===== config.mk =====
export PLATFORM = sky130hd
export DESIGN_NAME = adel_imem_loader
export DESIGN_NICKNAME = d
export VERILOG_FILES = /design/src/rtl/adel_pkg.sv /design/src/rtl/adel_imem.sv /design/src/rtl/adel_imem_loader.sv
export SDC_FILE = /design/constraint.sdc
export NUM_CORES = 2
export LEC_CHECK = 0
export CORE_MARGIN = 5
export CORE_UTILIZATION = 55
export DETAILED_ROUTE_END_ITERATION = 6
export HOLD_SLACK_MARGIN = 0.1
export PLACE_DENSITY = 0.82
export SYNTH_ARGS = -nofsm -noshare
export SYNTH_HDL_FRONTEND = slang
export SYNTH_SLANG_ARGS = --single-unit

===== constraint.sdc =====
create_clock -name clk -period 5.4 [get_ports clk]
set_input_delay 1.08 -clock clk [delete_from_list [all_inputs] [get_ports clk]]
set_output_delay 1.08 -clock clk [all_outputs]
set_load 0.02 [all_outputs]

===== src/rtl/adel_pkg.sv =====
// Shared definitions for the adel instruction-memory loader: loader FSM
// states, default store geometry and the halt instruction returned for
// unloaded words.
package adel_pkg;

    localparam int IMEM_DEPTH = 256;
    localparam int IMEM_AW    = 8;
    localparam int INST_W     = 16;

    // Decodes in the core as branch-if-zero by 0: a self-loop halt.
    localparam logic [INST_W-1:0] HALT_INST = 16'h0000;

    typedef enum logic [2:0] {
        IDLE,
        LD_HI,
        LD_LO,
        CHK,
        RUN
    } ld_state_t;

    // States in which the loader is consuming bytes from the link.
    function automatic logic is_loading(ld_state_t s);
        return (s == LD_HI) || (s == LD_LO) || (s == CHK);
    endfunction

endpackage


===== src/rtl/adel_imem.sv =====
// Program store: DEPTH x 16-bit words plus a per-word valid bitmap.
// Ports: clk/nrst, clr (bulk-clear valid bits), we/waddr/wdata (single write
// port), raddr/rdata (asynchronous read; unloaded words read as HALT_INST).
// Latency: write visible on read port the cycle after the write edge.
// Backpressure: none, always accepts writes.
module adel_imem
    import adel_pkg::*;
#(
    parameter int DEPTH = IMEM_DEPTH,
    parameter int AW    = IMEM_AW
) (
    input  logic              clk,
    input  logic              nrst,
    input  logic              clr,
    input  logic              we,
    input  logic [AW-1:0]     waddr,
    input  logic [INST_W-1:0] wdata,
    input  logic [AW-1:0]     raddr,
    output logic [INST_W-1:0] rdata
);

    logic [INST_W-1:0] mem [DEPTH];
    logic [DEPTH-1:0]  valid;

    // Storage has no reset; only the valid bitmap decides what is readable.
    always_ff @(posedge clk) begin
        if (we) begin
            mem[waddr] <= wdata;
        end
    end

    // Clear takes priority so a restart can never leave a stale word marked.
    always_ff @(posedge clk) begin
        if (!nrst) begin
            valid <= '0;
        end else if (clr) begin
            valid <= '0;
        end else if (we) begin
            valid[waddr] <= 1'b1;
        end
    end

    assign rdata = valid[raddr] ? mem[raddr] : HALT_INST;

endmodule


===== src/rtl/adel_imem_loader.sv =====
// Instruction front end for the adel core: loads a program byte-serially
// (high byte first) into adel_imem, serves inst for pc combinationally, and
// holds the core in reset until a complete program is resident.
// Ports: clk/nrst, ld_start/ld_len (begin a load), ld_data/ld_valid/ld_ready
// (byte link), pc/inst (read path), core_nrst/busy/done/err (status).
// Latency: inst follows pc in the same cycle; done/core_nrst rise on the edge
// accepting the final byte. Backpressure: ld_ready high only while loading.
// Optional: define ADEL_IMEM_CHECKSUM_EN to require a trailing XOR checksum
// byte before the core is released.
module adel_imem_loader
    import adel_pkg::*;
#(
    parameter int DEPTH = IMEM_DEPTH,
    parameter int AW    = IMEM_AW
) (
    input  logic              clk,
    input  logic              nrst,
    input  logic              ld_start,
    input  logic [AW:0]       ld_len,
    input  logic [7:0]        ld_data,
    input  logic              ld_valid,
    output logic              ld_ready,
    input  logic [AW-1:0]     pc,
    output logic [INST_W-1:0] inst,
    output logic              core_nrst,
    output logic              busy,
    output logic              done,
    output logic              err
);

    localparam logic [AW:0] LEN_MAX = (AW+1)'(DEPTH);
    localparam logic [AW:0] CNT_ONE = (AW+1)'(1);

    ld_state_t   state, state_nxt;
    logic [AW:0] cnt;
    logic [AW:0] len;
    logic [7:0]  hi;
    logic        len_ok;
    logic        xfer;
    logic        last;
    logic        we;
    logic        chk_fail;

    assign len_ok = (ld_len != '0) && (ld_len <= LEN_MAX);
    assign xfer   = ld_valid && ld_ready;
    // Counter is AW+1 bits so a full-depth load ends without wrapping.
    assign last   = ((cnt + CNT_ONE) == len);
    // ld_start wins over a simultaneous byte: the byte is dropped.
    assign we     = (state == LD_LO) && xfer && !ld_start;

`ifdef ADEL_IMEM_CHECKSUM_EN
    logic [7:0] xsum;
    assign chk_fail = (state == CHK) && xfer && !ld_start && (ld_data != xsum);
`else
    assign chk_fail = 1'b0;
`endif

    always_comb begin
        state_nxt = state;
        if (ld_start) begin
            // A malformed request abandons whatever was loaded or running.
            state_nxt = len_ok ? LD_HI : IDLE;
        end else begin
            case (state)
                LD_HI: if (xfer) state_nxt = LD_LO;
                LD_LO: begin
                    if (xfer) begin
`ifdef ADEL_IMEM_CHECKSUM_EN
                        state_nxt = last ? CHK : LD_HI;
`else
                        state_nxt = last ? RUN : LD_HI;
`endif
                    end
                end
                CHK:   if (xfer) state_nxt = chk_fail ? IDLE : RUN;
                default: state_nxt = state;
            endcase
        end
    end

    always_ff @(posedge clk) begin
        if (!nrst) begin
            state     <= IDLE;
            core_nrst <= 1'b0;
            ld_ready  <= 1'b0;
            busy      <= 1'b0;
            done      <= 1'b0;
            err       <= 1'b0;
            cnt       <= '0;
            len       <= '0;
            hi        <= '0;
        end else begin
            state     <= state_nxt;
            core_nrst <= (state_nxt == RUN);
            done      <= (state_nxt == RUN);
            busy      <= is_loading(state_nxt);
            ld_ready  <= is_loading(state_nxt);
            if (ld_start) begin
                err <= !len_ok;
                if (len_ok) begin
                    cnt <= '0;
                    len <= ld_len;
                end
            end else if (xfer) begin
                if (state == LD_HI) hi <= ld_data;
                if (state == LD_LO && !last) cnt <= cnt + CNT_ONE;
                if (chk_fail) err <= 1'b1;
            end
        end
    end

`ifdef ADEL_IMEM_CHECKSUM_EN
    // Running XOR of every program byte, compared against the trailing byte.
    always_ff @(posedge clk) begin
        if (!nrst) begin
            xsum <= '0;
        end else if (ld_start) begin
            xsum <= '0;
        end else if (xfer && (state == LD_HI || state == LD_LO)) begin
            xsum <= xsum ^ ld_data;
        end
    end
`endif

    adel_imem #(
        .DEPTH (DEPTH),
        .AW    (AW)
    ) u_imem (
        .clk   (clk),
        .nrst  (nrst),
        .clr   (ld_start || chk_fail),
        .we    (we),
        .waddr (cnt[AW-1:0]),
        .wdata ({hi, ld_data}),
        .raddr (pc),
        .rdata (inst)
    );

endmodule


After elaboration in Yosys (flattened, before gate mapping)
Memories as Yosys holds them, arrays and structs flattened.
Index checks and enable logic that the tools add are counted.
{ "totals": {"ram_bits": 4096, "memories": 1, "register_bits": 288, "elab_cells": 62} }
{ "classes": {"magnitude_cmp": 4, "add_sub_neg": 1, "n_reduce_logical": 18, "n_mux": 18, "n_bitwise": 3, "n_eq_ne": 9} }
{ "memory_table": {"columns": ["name", "depth", "word_bits", "read_ports", "rd_ports_with_merged_regs", "write_ports", "line", "text"], "rows": [
  ["u_imem.mem", 256, 16, 1, 0, 1, "adel_imem.sv:22", "logic [INST_W-1:0] mem [DEPTH];"]
]} }
{ "ops": {"columns": ["operator", "n"], "rows": [
  ["256-bit bitwise OR", 1],
  ["9-bit two-way mux", 4],
  ["8-bit by 9-bit < comparator with 1-bit output (second input constant)", 2],
  ["16-bit two-way mux", 1],
  ["3-bit two-way mux", 5],
  ["3-bit by 2-bit equality test with 1-bit output (second input constant)", 4],
  ["9-bit by 1-bit adder with 9-bit output (second input constant)", 1],
  ["9-bit equality test", 1],
  ["9-bit <= comparator (second input constant)", 1],
  ["3-bit case mux with 3 select lines", 1],
  ["9-bit nonzero test", 1],
  ["1-bit binary-select mux with 8-bit select", 1],
  ["1-bit demux with 8-bit select", 1],
  ["8-bit by 1-bit greater-or-equal comparator with 1-bit output (second input constant)", 1],
  ["3-bit by 1-bit equality test with 1-bit output (second input constant)", 2],
  ["1-bit logical AND", 6],
  ["3-bit AND reduction", 2],
  ["1-bit two-way mux", 5],
  ["2-bit nonzero test", 2],
  ["3-bit equality test (second input constant)", 1],
  ["1-bit zero test", 3],
  ["1-bit logical OR", 2],
  ["2-bit by 1-bit inequality test with 1-bit output (second input constant)", 1],
  ["1-bit NOT", 2],
  ["other kinds (2)", 2]
]} }

Logic depth before layout (Yosys ltp)
{ "depth": {"depth_word": 9, "depth_mapped": 13, "depth_no_buf": 8} }

By module
A second synthesis with hierarchy kept.
{ "unflattened": {"hier_cells": 8903, "area_unflattened_um2": 170787.5} }
{ "by_module_without_submodules": {"columns": ["mod", "cells_each", "seq_area_each_um2", "area_per_inst_um2", "n_inst"], "rows": [
  ["adel_imem", 8709, 128122.9, 169098.4, 1],
  ["adel_imem_loader", 194, 640.6, 1689.1, 1]
]} }

Least setup slack after synthesis
OpenSTA, ideal clock, no wires.
{ "synth_path": {"path_type": "input to output", "startpoint": "input pc[0]", "endpoint": "output inst[10]", "arrival_time_ns": 3.263, "n_path_buf": 4, "t_required_ns": 4.320, "path_slack_ns": 1.057, "path_stages": 10, "path_cell_list": "buf_6 buf_12 buf_8 buf_2 mux4_2 o22ai_1 nor3_1 or4_1 nand4_1 a21oi_1"} }
{ "synth_via": {"elab_chain_cells": 3, "word_cells_on_any_way": 4, "classes_between": "mux (3); memory (1)"} }
{ "synth_lines": {"columns": ["element", "line", "text"], "rows": [
  ["start: declaration", "adel_imem_loader.sv:23", "input logic [AW-1:0] pc,"],
  ["1-bit binary-select mux with 8-bit select", "adel_imem.sv:43", "assign rdata = valid[raddr] ? mem[raddr] : HALT_INST;"],
  ["1-bit two-way mux (not written as such)", "adel_imem.sv:43", null],
  ["16-bit two-way mux (*)", "adel_imem.sv:43", null],
  ["end: declaration", "adel_imem_loader.sv:24", "output logic [INST_W-1:0] inst,"]
]} }
Every way passes the cells marked *; elsewhere a longest branch is shown, timed or not. The select of a mux whose other input is x is not followed.

Worst setup path in the final report
{ "layout_path": {"startpoint": "input pc[1]", "endpoint": "output inst[2]"} }
The elaborated chain is that of the path after synthesis.

==> results.toml <==
[power_and_ir_drop]
p_comb_frac = 0.046
p_leak_uw = 0.0691
ir_drop_uv = 308
switching_power_uw = 14700
seq_power_share = 0.532
clkPwrFrac = 0.421
p_int_uw = 54500
swShare = 0.213
cellPowerDensity_mw_per_mm2 = 355
total_power_uw = 69200

[clock_network]
cts_tree = "done"
numClockSinks = 4384
insertion_delay_ps = 940
postCtsHoldBufs = 0
cts_buffer_depth = 4
clkTransAtPathRegs_ps = 60
h-tree-depth = 5
cts_inserted_buffers = 409
root_buffer = "clkbuf_16"

[placed_design]
place_ws_ps = -492
port_buffers = 49
gp_congestion = 0.928
post-dp-hpwl_um = 278000

[grt]
grt_max_degree = 201
antenna_found_initial = 20
grt_use_total = 0.292
grt-ovfl-total = 0
grt_first_pass_wirelength_um = 685000
grt_pass1_vias = 95200

[sta]
timing.final.crit_share = 1.03
skew_ps = 54.5
finalSetupViolations = 15
slew_violations = 0
relSlewSlack = 0.154
period_minus_slack_ps = 5580
final.setup.worst_slack_ps = -181
worstMarginPinSlew_ps = 1270
max_freq_mhz = 179
hold_viol_final = 0
hold_slack_ps = 463

[drt]
via_per_inst = 7.02
via_count = 97300
drtIter0Drc = 18100
wl_um = 486000
drc = 14
routedWlPerCell_um = 35.0
firstDrtPassIters = 7
drtAntennaViolNets = 0

[logic_synthesis]
synth_area_leader_cell = "edfxtp_1"
synth-seq-area-share = 0.757
synth_area_sq_mm = 0.170
syn_inst = 8590
ys.flop_type = "edfxtp_1"
synth_top_area_frac = 0.723
yosysWarningCount = 0
synth-async-reset-ratio = 0
synth.area.top_cells = "edfxtp_1 72%, mux4_2 8.9%, mux2i_1 5.1%, dfxtp_1 3.4%, o221ai_1 2.1%"
synth_edf_count = 4096
synth_fp_nets = 8623
syn_avg_cell_area_sq_um = 19.8
synth-seq-cells = 4384
synth_cell_types = 66

[floorplan]
rows = 204
floorplan.die_area_sq_mm = 0.320
coreArea_sq_mm = 0.308
die_w_um = 566
ioPinCount = 50
die_h_um = 566
start_util = 0.551

[layout]
fillers = 19000
area_growth_pct = 14.5
regArea_sq_mm = 0.129
final_cell_mix = "4096 x edfxtp_1, 869 x mux2i_1, 750 x buf_4"
fin_nets = 9419
post-route-util = 0.631
multi_input_area_sq_mm = 0.0382
drive_above_1_share = 0.236
layout_commonest_cell = "edfxtp_1"

[worst_setup_path]
crit_type = "in2out"
slowest_stage = "nor3_1"
crit_fanout = 36
endpoint_kind = "output pin"
crit_start = "pc[1]"
critPathMaxStageDelay_ps = 590
rr_startpoint = "busy"
r2r_cells = 8
worstPathRequired_ps = 4320
critPathArrivalTime_ps = 4500
r2r_setup_slack_ps = 1490
path_cells = "buf_8 -> or2_4 -> buf_12 -> buf_4 -> o221ai_1 -> a21oi_1 -> nor3_1 -> or4_1 -> nand4_1 -> a21oi_1 -> buf_4 -> buf_4"
startpoint_type = "primary input"
timing.critical_path.mode_cell = "buf_4"

[hold_path]
min_path_cells = 1
min-delay-start = "u_imem.valid[37]"
hp-class = "reg2reg"

[job]
drv_cap = 0

[outcome]
violations = "design-rule violations, negative setup slack"
outcome = "finished, violations left"
[metrics by stage]
step           TNS [ps]  instances  instance area [sq um]
3_3_place_gp      -3180      13100                 180000
5_1_grt           -18.9      13900                 195000
4_1_cts          -0.619      13800                 194000
2_1_floorplan         0       8590                 170000
3_5_place_dp      -3530      13100                 180000
6_report          -1070      13900                 195000
[power groups by stage]
stage / clock (uW) / sequential (uW) / combinational, uW
floorplan: 0 / 37600 / 1610
global placement: 0 / 37600 / 2910
detailed placement: 0 / 37600 / 2990
CTS: 29200 / 36800 / 3080
global route: 30700 / 36800 / 3270
finish: 29200 / 36800 / 3220
[metal layers]
layer | vias up | wire length (um) | GRT usage
met4 | 10 | 32100 | 0.152
met3 | 1624 | 68600 | 0.0754
met5 | - | 66 | 0
met2 | 9366 | 227000 | 0.456
met1 | 48900 | 157000 | 0.384
li1 | 37400 | - | -
[final timing paths]
check / endpoint
setup / recovery: inst[2]
hold / removal: u_imem.valid[37]
setup reg to reg: u_imem.mem[174][11]
hold reg to reg: u_imem.valid[37]
[flip-flops by register name, summed over array words and instances (netlist names)]
name,count
u_imem.mem,4096
u_imem.valid,256
cnt,9
len,9
hi,8
state,3
busy,1
done,1
err,1
[cell type report]
cell class	count	share of cell area
antenna	14	0.000180
clock buffer	546	0.0578
clock inverter	215	0.0114
inverter	7	0.000174
multi-input combinational	3651	0.196
sequential	4384	0.661
tap	4120	0.0265
timing repair buffer	933	0.0463
[cells in the mapped netlist, drive strengths merged (4+ instances only)]
cell     count
a2111oi      5
o22ai      194
o21ai      123
ha           4
o211ai       8
a22oi        4
nand3       34
o221ai     403
o21a       257
buf        321
and2        50
and3         5
nor2b       10
or2          6
a211oi      18
or3         20
a222oi      15
nor4         6
nor3       134
a21oi      224
inv          7
nor2       326
nand2       84
a211o       17
clkbuf     224
xnor2       11
edfxtp    4096
dfxtp      288
nand4       33
mux4       705
mux2         4
nand2b      11
a31oi       21
or4         18
mux2i      870
[logic make-up (layout without fill, tap and decap cells)]
family          count (synthesis)  after routing  share of synthesized area
compound gates               1306           1306                     0.0546
simple gates                  748            748                     0.0205
fa+ha+maj                       4              4                   0.000294
mux                          1579           1579                      0.146
other cells                     0             14                          0
buf+inv                       555           1701                     0.0210
flops                        4384           4384                      0.757
xor+xnor                       14             14                   0.000721
[worst max-delay path: cells and delay by family]
kind | cells | cell delay (ps)
AO/OA/AOI/OAI | 3 | 760
buffers and inverters | 5 | 860
AND/OR/NAND/NOR | 4 | 1730
[what timing repair did]
item,in CTS,in global routing
pin swaps,8,14
buffers inserted,0,5
resized for setup,62,49
gates cloned,1,5
setup endpoints to repair,14,16
No activity file was read; power rests on OpenSTA's default activity.
